<file path="config.mk">
export PLATFORM = sky130hd
export DESIGN_NAME = bt_uart_rx
export DESIGN_NICKNAME = d
export VERILOG_FILES = /design/src/rtl/bt_uart_rx.sv
export SDC_FILE = /design/constraint.sdc
export NUM_CORES = 1
export LEC_CHECK = 0
export CORE_MARGIN = 2
export CORE_UTILIZATION = 55
export DETAILED_ROUTE_END_ITERATION = 6
export PLACE_DENSITY = 0.83
export SLEW_MARGIN = 10
export SYNTH_ARGS = -nofsm -noshare
export SYNTH_HDL_FRONTEND = slang
export SYNTH_SLANG_ARGS = --single-unit
</file>
<file path="constraint.sdc">
create_clock -name CLOCK_10 -period 3.05 [get_ports CLOCK_10]
set_input_delay 0.7625 -clock CLOCK_10 [delete_from_list [all_inputs] [get_ports CLOCK_10]]
set_output_delay 0.7625 -clock CLOCK_10 [all_outputs]
set_load 0.05 [all_outputs]
</file>
<file path="src/rtl/bt_uart_rx.sv">
// 8N1 UART receiver for the BT module line: two-flop synchroniser, bit-sampling FSM and a small
// show-ahead byte FIFO with a valid/ready pop, plus sample-strobe, framing and overrun status.
module bt_uart_rx #(
  parameter int unsigned CLKS_PER_BIT = 1000,
  parameter int unsigned FIFO_DEPTH   = 4
) (
  input  logic       CLOCK_10,
  input  logic       reset,
  input  logic       BT_Rx,
  input  logic       rx_ready,
  input  logic       ovr_clr,
  output logic [7:0] rx_data,
  output logic       rx_valid,
  output logic       bit_tick,
  output logic       frame_err,
  output logic       overrun,
  output logic       rx_busy
);

  localparam int unsigned CW = $clog2(CLKS_PER_BIT);
  localparam int unsigned PW = $clog2(FIFO_DEPTH);
  localparam logic [CW-1:0] HALF_CNT = CW'(CLKS_PER_BIT / 2 - 1);
  localparam logic [CW-1:0] FULL_CNT = CW'(CLKS_PER_BIT - 1);
  localparam logic [PW:0] DEPTH_CNT = (PW + 1)'(FIFO_DEPTH);

  typedef enum logic [2:0] {StIdle, StStart, StData, StStop, StBreak} state_e;

  state_e        state;
  logic          sync_q;
  logic          rx_s;
  logic [CW-1:0] cnt;
  logic [2:0]    idx;
  logic [7:0]    sh;

  logic [7:0]    mem [FIFO_DEPTH];
  logic [PW-1:0] rd_ptr;
  logic [PW-1:0] wr_ptr;
  logic [PW:0]   count;
  logic          full;
  logic          push;
  logic          pop;
  logic          wr_en;

  // Both flops reset to the idle (high) line level.
  always_ff @(posedge CLOCK_10 or posedge reset) begin
    if (reset) begin
      sync_q <= 1'b1;
      rx_s   <= 1'b1;
    end else begin
      sync_q <= BT_Rx;
      rx_s   <= sync_q;
    end
  end

  always_ff @(posedge CLOCK_10 or posedge reset) begin
    if (reset) begin
      state     <= StIdle;
      cnt       <= '0;
      idx       <= '0;
      sh        <= '0;
      bit_tick  <= 1'b0;
      frame_err <= 1'b0;
    end else begin
      bit_tick  <= 1'b0;
      frame_err <= 1'b0;
      unique case (state)
        StIdle: begin
          if (!rx_s) begin
            state <= StStart;
            cnt   <= '0;
          end
        end
        StStart: begin
          if (cnt == HALF_CNT) begin
            bit_tick <= 1'b1;
            cnt      <= '0;
            idx      <= '0;
            state    <= rx_s ? StIdle : StData;
          end else begin
            cnt <= cnt + CW'(1);
          end
        end
        StData: begin
          if (cnt == FULL_CNT) begin
            bit_tick <= 1'b1;
            sh       <= {rx_s, sh[7:1]};
            cnt      <= '0;
            idx      <= idx + 3'd1;
            if (idx == 3'd7) state <= StStop;
          end else begin
            cnt <= cnt + CW'(1);
          end
        end
        StStop: begin
          if (cnt == FULL_CNT) begin
            bit_tick <= 1'b1;
            cnt      <= '0;
            if (rx_s) begin
              state <= StIdle;
            end else begin
              frame_err <= 1'b1;
              state     <= StBreak;
            end
          end else begin
            cnt <= cnt + CW'(1);
          end
        end
        StBreak: begin
          // Hold off until the line returns high so a stuck-low line cannot re-trigger.
          if (rx_s) state <= StIdle;
        end
        default: state <= StIdle;
      endcase
    end
  end

  assign push     = (state == StStop) && (cnt == FULL_CNT) && rx_s;
  assign full     = (count == DEPTH_CNT);
  assign rx_valid = (count != '0);
  assign pop      = rx_valid && rx_ready;
  assign wr_en    = push && (!full || pop);
  assign rx_data  = rx_valid ? mem[rd_ptr] : 8'h00;
  assign rx_busy  = (state != StIdle);

  always_ff @(posedge CLOCK_10) begin
    if (wr_en) mem[wr_ptr] <= sh;
  end

  always_ff @(posedge CLOCK_10 or posedge reset) begin
    if (reset) begin
      rd_ptr  <= '0;
      wr_ptr  <= '0;
      count   <= '0;
      overrun <= 1'b0;
    end else begin
      if (wr_en) wr_ptr <= wr_ptr + PW'(1);
      if (pop) rd_ptr <= rd_ptr + PW'(1);
      unique case ({wr_en, pop})
        2'b10:   count <= count + (PW + 1)'(1);
        2'b01:   count <= count - (PW + 1)'(1);
        default: count <= count;
      endcase
      // A dropped byte wins over a same-cycle clear.
      if (push && !wr_en) overrun <= 1'b1;
      else if (ovr_clr)   overrun <= 1'b0;
    end
  end

endmodule

</file>
==> results of run 1 <==
kinds of logic (layout without fill, tap and decap cells):
family / count (synthesis) / count (layout) / synth area share, %
adder cells (fa/ha/maj): 8 / 8 / 3.496
multiplexers: 18 / 18 / 10.49
AO/OA/AOI/OAI: 35 / 35 / 7.642
buffers and inverters: 14 / 43 / 2.033
flip-flops: 68 / 68 / 60.57
AND/OR/NAND/NOR: 71 / 71 / 14.07
XOR/XNOR: 6 / 6 / 1.707
final cells by class:
type / count / share of cell area, %
tap: 72 / 2.525
multi-input combinational: 138 / 32.27
clock inverter: 7 / 2.806
sequential: 68 / 52.30
timing repair buffer: 22 / 6.103
inverter: 5 / 0.5261
clock buffer: 9 / 3.472
cell usage in the layout, fill, tap and decap left out, types with 3 or more instances in the layout:
master           synthesis  final
dfrtp_1                 34     33
edfxtp_1                32     32
and2_1                  12     12
o21ai_0                 11     11
nand2_1                 10     10
nor2_1                   9      9
clkbuf_8                 0      9
clkdlybuf4s50_1          0      9
mux2_4                   8      8
mux4_2                   8      8
a22o_1                   7      7
ha_1                     7      7
buf_4                    0      7
nand3_1                  6      6
a21oi_1                  6      6
dlymetal6s2s_1           0      6
nor2b_1                  5      5
xnor2_1                  5      5
inv_1                    5      5
or3_1                    4      4
a21o_1                   4      4
nor3_1                   4      4
and3_1                   4      4
nand4b_1                 3      3
clkinv_4                 0      3
flip-flops by register name, summed over array words and instances (netlist names):
signal,cells
mem,32
cnt,10
sh,8
count,3
idx,3
state,3
rd_ptr,2
wr_ptr,2
bit_tick,1
frame_err,1
overrun,1
rx_s,1
sync_q,1
routing by layer:
metal  up-vias  wire, um  global-route usage (%)  part of all wire (%)
met5         -         0                       0                     0
met3         7       183                   5.000                   3.7
met1       876      2261                   24.39                    46
li1        871         -                       -                     -
met2        35      2440                   27.95                    49
met4         0        84                   8.276                   1.7
power groups by stage:
stage,sequential [mW],clock [mW],combinational (mW)
floorplan,0.974,0,0.00926
global placement,0.976,0,0.0168
detailed placement,0.976,0,0.0173
CTS,0.957,0.830,0.0172
global route,0.957,0.871,0.0194
finish,0.957,0.812,0.0163
critical path, delay by kind of cell, from the launching register on:
family	cells	cell delay [ps]
buffers and inverters	1	750
DFF	1	430
and+or+nand+nor	1	540
repair_timing:
| action | in CTS | in global routing |
|---|---|---|
| pin swaps | 0 | 0 |
| gates resized for setup | 1 | 6 |
| endpoints found under the setup margin | 6 | 6 |
| buffers inserted | 0 | 0 |
per-stage QoR:
| step | cell area (um^2) | hold WS [ps] |
|---|---|---|
| finish | 3567 | 360.8 |
| global route | 3567 | 370.9 |
| CTS | 3552 | 363.1 |
| detailed placement | 3327 | 348.7 |
| global placement | 3327 | 345.5 |
| floorplan | 3078 | 345.2 |
worst min path at each step:
stage	start	to	depth (start not counted)
6_report	sync_q$_DFF_PP1_	rx_s$_DFF_PP1_	0
4_1_cts	sync_q$_DFF_PP1_	rx_s$_DFF_PP1_	0
3_3_place_gp	sync_q$_DFF_PP1_	rx_s$_DFF_PP1_	0
3_5_place_dp	sync_q$_DFF_PP1_	rx_s$_DFF_PP1_	0
5_1_grt	sync_q$_DFF_PP1_	rx_s$_DFF_PP1_	0
2_1_floorplan	sync_q$_DFF_PP1_	rx_s$_DFF_PP1_	0
==> impl_metrics.py, run 1 <==
metrics = {
    "cts": {
        "cts_hold_buf": 0,
        "clkTransAtPathRegs_ps": 70,
        "cts_root_buf": "clkbuf_8",
        "clock_path_buffers": 2,
        "clock_latency_ps": 340,
        "cts_tree": "yes",
        "clock_sinks": 68,
        "htree_levels": 3,
        "cts_buffers": 9,
    },
    "power": {
        "power_density_nw_per_um2": 500.6,
        "power_leakage_nw": 1.698,
        "ir_drop_mv": 0.3262,
        "pwr-share-seq_pct": 53.6,
        "power.total_mw": 1.786,
        "clkPwrFrac_pct": 45.5,
        "switching_share_pct": 20.11,
        "power.switching_mw": 0.3591,
        "combinationalPowerShare_pct": 0.9,
        "intPower_mw": 1.427,
    },
    "yosys": {
        "synth_cell_type_count": 46,
        "ys_top_cells_by_count": "dfrtp_1 (34), edfxtp_1 (32), and2_1 (12)",
        "mappedNetlistArea_um2": 3078,
        "synth_most_common_cell": "dfrtp_1",
        "synth.top_cells.by_area": "edfxtp_1 (31%), dfrtp_1 (28%), mux4_2 (5.9%)",
        "yosysSeqAreaShare_pct": 60.57,
        "synth_top_area_cell": "edfxtp_1",
        "syn_nets": 233,
        "ys_warn_count": 0,
        "ys.flop_type": "dfrtp_1",
        "ys_seq_elements": 68,
        "synthCells": 220,
        "async_flop_share_pct": 52.94,
        "synth_edf_count": 32,
        "syn-mean-instance-area_um2": 13.99,
        "synth_top_area_share_pct": 31.22,
    },
    "floorplan": {
        "initial_core_util_pct": 56.59,
        "dieHeight_um": 78.81,
        "rows": 27,
        "io_pins": 18,
        "coreArea_um2": 5439,
        "die_x_um": 78.81,
        "die-area_um2": 6211,
    },
    "critical_path": {
        "crit_start": "count[0]$_DFFE_PP0P_",
        "arrival_ps": 2060,
        "reg2reg_from": "cnt[0]$_DFFE_PP0P_",
        "crit_chain": "or3_1 -> clkdlybuf4s50_1",
        "cp-end-kind": "primary output",
        "reg2reg_setup_slack_ps": 650,
        "required_ps": 2290,
        "crit_end": "rx_valid",
        "cpMaxStageDelayCell": "clkdlybuf4s50_1",
        "max_stage_delay_ps": 750,
        "r2r-end": "mem[2][5]$_DFFE_PP_",
        "critPathKind": "register to primary output",
        "cp_max_fo": 11,
        "r2r_cells": 5,
        "cp-start-kind": "register",
    },
    "placement": {
        "gp_congestion": 0.8956,
        "pre_cts_slack_ps": 236.1,
        "dp_cells": 305,
        "hpwl_mm": 3.385,
        "io_buffers": 17,
    },
    "timing": {
        "relSlewSlack_pct": 66.44,
        "timing.fmax_mhz": 353.9,
        "worstMarginPinSlew_ps": 501.8,
        "finalHoldViolations": 0,
        "period_share_pct": 92.64,
        "fin_crit_ps": 2825,
        "rsz0062_at_grt": "false",
        "skew_ps": 8.880,
        "tns_ps": 0,
        "finalMaxSlewViolations": 0,
        "fin_ws_ps": 224.6,
        "setup_violations": 0,
    },
    "layout": {
        "drive_gt1_share_pct": 19.28,
        "utilization_pct": 65.59,
        "final_cells": 321,
        "multi_input_area_um2": 1151,
        "nFillCells": 384,
        "regArea_um2": 1866,
        "area_growth_pct": 15.89,
        "antenna_cells": 0,
        "finalNetCount": 257,
    },
    "route": {
        "wl_per_cell_um": 15.48,
        "vias": 1789,
        "drc": 0,
        "ant_nets": 0,
        "routed_via_density": 5.573,
        "drt-pass1-iter-count": 4,
        "drt-initial-drc-count": 85,
        "routed_wl_mm": 4.969,
    },
    "grt": {
        "grt_max_degree": 37,
        "antenna_found_initial": 0,
        "overflow": 0,
        "grt_pass1_vias": 1741,
        "grt_usage_pct": 18.17,
        "grt_pass1_wl_mm": 8.493,
    },
    "run": {
        "cap_violations": 0,
    },
    "run_status": {
        "status": "complete, no violations",
    },
    "worst_hold_path": {
        "hold_class": "register to register",
    },
}
Power figures use the tool's default switching activity.
==> inputs of run 2 (changes only) <==
CTS_CLUSTER_DIAMETER = 120   (was not set)
==> results of run 2 <==
No change in the layout: final DEF, timing and power equal those of run 1.
==> inputs of run 3 (changes only) <==
SKIP_LAST_GASP = 1   (was not set)
==> results of run 3 <==
No change in the layout: final DEF, timing and power equal those of run 1.
==> RTL edit 1: new RTL, config.mk and constraints of run 1 <==
Make the reset (`reset`) synchronous in 3 clocked blocks.
--- a/src/rtl/bt_uart_rx.sv
+++ b/src/rtl/bt_uart_rx.sv
@@ -44,3 +44,3 @@
   // Both flops reset to the idle (high) line level.
-  always_ff @(posedge CLOCK_10 or posedge reset) begin
+  always_ff @(posedge CLOCK_10) begin
     if (reset) begin
@@ -54,3 +54,3 @@
 
-  always_ff @(posedge CLOCK_10 or posedge reset) begin
+  always_ff @(posedge CLOCK_10) begin
     if (reset) begin
@@ -128,3 +128,3 @@
 
-  always_ff @(posedge CLOCK_10 or posedge reset) begin
+  always_ff @(posedge CLOCK_10) begin
     if (reset) begin
Check against the original RTL: differs if reset is asserted again (counterexample within 4 cycles, from zero or initial values and one cycle with reset high); with reset held inactive, the same outputs for 10 cycles.
==> RTL edit 1 against run 1 <==
Setup slack got worse by 11 ps; design area up 0.39%; register-to-register slack lost 250 ps; sequential share of layout area down 4.2 points; sequential cell count is 2 higher; wire length rose by 6.8%; synthesized area grew 0.81%; critical endpoint unchanged.
Power is not compared: it rests on default switching activity, and its combinational part moved more than twofold at a synthesized area within 25%.
==> RTL edit 1: results (changes against run 1) <==
[timing]
finalWorstSetupSlack_ps = 214  ; -11.0 ps
clock-skew-final_ps = 6.48  ; -2.40 ps
hold_slack_ps = 410  ; +49.2 ps

[finish]
multi_input_area_share_pct = 36.7  ; +4.4 points
multi_input_area_mm2 = 0.00131  ; +14%
fillers = 406  ; +5.7%
n_all_buffers = 22  ; unchanged
fin_cells = 348  ; +8.4%
nClkBuffers = 11  ; +2
seq_share_pct = 48.1  ; -4.2 points
final-clk-cell-share_pct = 5.73  ; -0.55 points
multi_input_cells = 162  ; +17%
nNonClkInverters = 6  ; +1
drive_gt1_share_pct = 14.5  ; -4.8 points
final_nets = 284  ; +11%

[place]
placed_area_mm2 = 0.00335  ; +0.71%
place_inst = 332  ; +8.9%
place_hpwl_um = 3650  ; +7.8%
gp_congestion = 0.782  ; -13%
pre_cts_slack_ps = 234  ; -2.05 ps

[worst_setup_path]
rr_endpoint = count[2]
rr_startpoint = cnt[0]
path_max_fanout = 9  ; -2
r2r_cells = 8  ; +3

[min_path]
holdCritStartpoint = sync_q
holdPathEnd = rx_s
hold_path_depth = 1  ; +1

[logic_synthesis]
synthXorXnorAreaFrac_pct = 2.26  ; +0.55 points
ys_types = 49  ; +6.5%
synth-compound-area-share_pct = 10.0  ; +2.4 points
syn_nets = 262  ; +12%
synth_enable_flop_cells = 32  ; unchanged
yosys_warnings = 0  ; unchanged
synth_area_leaders = edfxtp_1 (31%), dfxtp_1 (25%), mux4_2 (5.8%)
async_flop_share_pct = 0  ; -53 points
yosys.area_share.adder_pct = 3.47  ; -0.028 points
muxShareOfSynthArea_pct = 8.71  ; -1.8 points
synthTopCellsByCount = dfxtp_1 (38), edfxtp_1 (32), nor2_1 (28), a21oi_1 (12), nand2_1 (12)
syn_inst = 249  ; +13%

[status]
status = complete, no violations

[route]
vias_per_cell = 5.53  ; -0.75%
routed_wl_um = 5310  ; +6.8%
drt_first_iter_violations = 71  ; -16%

[global_route]
grt_max_degree = 18  ; -51%
grt_pass1_wl_um = 8840  ; +4.1%
grt_pass1_vias = 1926  ; +11%
gr-usage-all-layers_pct = 18.9  ; +0.75 points

[clock_network]
root_buffer = clkbuf_8
cts_sinks = 70  ; +2.9%

[die]
dieArea_mm2 = 0.00626  ; +0.76%

==> RTL edit 1: changes by cell type after synthesis, sizes merged, moves of 9 or more <==
cell	before	now
dfxtp	0	38
dfrtp	34	0
nor2	9	28
mux2	10	0
and2	12	3
mux2i	0	9
==> RTL edit 1: layer usage <==
layer	vias to the layer above	GRT usage, %	wire (µm)
met5	-	0	0
met4	0	6.21	42
met3	5	6.48	214
met2	31	31.9	2630
met1	927	22.8	2420
li1	962	-	-
==> RTL edit 1: worst max-delay path by stage <==
stage	start	end	slack (ps)	cells after the start
3_5_place_dp	count[0]	rx_data[1]	230	3
2_1_floorplan	flop	rx_data[0]	550	3
5_1_grt	count[0]	rx_valid	80	3
6_report	count[0]	rx_valid	210	3
3_3_place_gp	count[0]	rx_data[2]	240	3
4_1_cts	flop	rx_data[2]	30	4
==> RTL edit 1: worst max-delay path: stages (launching register included) <==
cell and delay [ps]:
dfxtp_1 380, nor3_2 570, inv_1 80, clkdlybuf4s50_1 710
==> RTL edit 2: new RTL, flow settings as in run 1 <==
Without the edit above. Set the parameter `CLKS_PER_BIT` to 4000 (it was 1000).
--- a/src/rtl/bt_uart_rx.sv
+++ b/src/rtl/bt_uart_rx.sv
@@ -3,3 +3,3 @@
 module bt_uart_rx #(
-  parameter int unsigned CLKS_PER_BIT = 1000,
+  parameter int unsigned CLKS_PER_BIT = 4000,
   parameter int unsigned FIFO_DEPTH   = 4
Function: same outputs for any inputs over 10 cycles, from zero or initial values and one cycle with reset high; that may be too few to reach the edited logic, so the function may still have changed.
==> RTL edit 2 against run 1 <==
Sequential share of layout area increased by 1.8 points; via count grew 4.9%; register-to-register slack got worse by 220 ps; synthesized area grew 2.2%; global-route usage is 0.89 points higher; die area grew 2.0%; sequential cell count increased by 2; setup slack better by 41 ps; wire length grew 6.7%; design area down 0.81%; synthesized cell count increased by 5.0%; critical endpoint unchanged.
Power is not compared: it rests on default switching activity, and its combinational part moved more than twofold at a synthesized area within 25%.
==> RTL edit 2: results (changes against run 1) <==
[status]
status = complete, no violations

[global_route]
grt_pass1_vias = 1853  ; +6.4%
grt_pass1_wl_um = 8880  ; +4.6%
gr-usage-all-layers_pct = 19.1  ; +0.89 points
grt_max_degree = 39  ; +5.4%

[worst_setup_path]
path_max_fanout = 10  ; -1
critPathArrivalTime_ps = 2020  ; -40 ps
r2r_cells = 4  ; -1
rrSetupSlack_ps = 430  ; -220 ps
rr_endpoint = mem[1][1]
rr_startpoint = cnt[6]

[place]
gp_congestion = 0.812  ; -9.4%
place_inst = 317  ; +3.9%
placed_area_mm2 = 0.00336  ; +0.94%
place_hpwl_um = 3620  ; +7.0%
pre_cts_slack_ps = 357  ; +121 ps
portBuffers = 17  ; unchanged

[clock_network]
path_clk_slew_ps = 70  ; about the same
clock_latency_ps = 340  ; about the same
clockBufferDepth = 2  ; unchanged
cts_buffers = 9  ; unchanged
h-tree-depth = 3  ; unchanged
cts-resized-gates = 0  ; -1

[logic_synthesis]
ys_types = 53  ; +15%
ys.flop_type = dfrtp_1
synth_area_leaders = edfxtp_1 (31%), dfrtp_1 (29%), mux4_2 (5.7%)
synth_enable_flop_cells = 32  ; unchanged
synthTopCellsByCount = dfrtp_1 (36), edfxtp_1 (32), nand2_1 (21), and2_1 (12), mux2_2 (10)
syn_inst = 231  ; +5.0%
syn_nets = 244  ; +4.7%
async_flop_share_pct = 54.3  ; +1.3 points
yosysSeqAreaShare_pct = 60.9  ; +0.31 points

[finish]
drive_gt1_share_pct = 21.5  ; +2.2 points
fin_cells = 333  ; +3.7%
multi_input_area_mm2 = 0.00114  ; -1.3%
n_antenna_cell = 0  ; unchanged
top_regs = mem: 32 flops, cnt: 12 flops, sh: 8 flops
final_nets = 269  ; +4.7%
fillers = 397  ; +3.4%

[timing]
clock-skew-final_ps = 6.97  ; -1.91 ps
hold_slack_ps = 357  ; -4.12 ps
finalCritPeriodShare_pct = 91.3  ; -1.3 points
worst_pin_slew_ps = 676  ; +174 ps

[min_path]
min_path_type = flop to flop
holdPathEnd = rx_s
hold_path_depth = 0  ; unchanged
holdCritStartpoint = sync_q

[pwr]
leakagePower_nw = 1.57
ir_worst_vdd_uv = 275
p_sw_share_pct = 24.6

[route]
drt_first_iter_violations = 117  ; +38%
routed_wl_um = 5300  ; +6.7%
dr.pass1.iters = 4  ; unchanged
vias = 1876  ; +4.9%

==> RTL edit 2: cell count changes after synthesis, moves of 3 or more <==
cell      delta
nand2_1     +11
mux2_2       +9
mux2_4       -8
clkbuf_1     -4
a21o_1       -3
a31oi_1      +3
inv_1        +3
mux2i_1      +3
nand4b_1     -3
o21ai_0      -3
==> RTL edit 2: area by class of cell <==
class	instances	share of cell area, %
well taps	72	2.55
multi-input cells	145	32.1
clock inverters	6	1.49
inverters	8	0.849
flip-flops and latches	70	54.1
clock buffers	10	3.61
repair buffers	22	5.30
==> RTL edit 2: routing by layer <==
metal | up-vias | track usage, % | part of all wire (%)
met5 | - | 0 | 0
met4 | 0 | 11.4 | 2.6
met3 | 12 | 4.19 | 2.4
met2 | 36 | 28.8 | 49
met1 | 917 | 25.3 | 46
li1 | 911 | - | -
==> RTL edit 2: worst max-delay path by stage <==
stage,startpoint,end,cells after the start
after global routing,rd_ptr[0],rx_data[3],3
after CTS,count[2],rx_valid,2
after floorplan,rd_ptr[0],rx_data[0],3
after global placement,rx_ready,mem[1][0],4
after detailed placement,rx_ready,mem[1][4],4
final,count[2],rx_valid,2
==> RTL edit 2: cell families after synthesis <==
family	synth area share, %
flops	60.9
simple gates	13.8
mux	10.3
fa+ha+maj	3.42
buf+inv	2.98
compound gates	7.28
xor+xnor	1.39
==> RTL edit 2: worst max-delay path, cell delays in order, from the launching register on <==
cell and delay, ps:
dfrtp_1 400, or3_1 530, clkdlybuf4s50_1 760
==> RTL edit 2: power groups by stage <==
stage / sequential (W) / combinational, W / clock [W]
final: 0.00110 / 0.000199 / 0.000683
after global routing: 0.00111 / 0.000221 / 0.000744
after floorplan: 0.00105 / 0.000220 / 0
after detailed placement: 0.00112 / 0.000203 / 0
after global placement: 0.00112 / 0.000197 / 0
after CTS: 0.00110 / 0.000204 / 0.000702
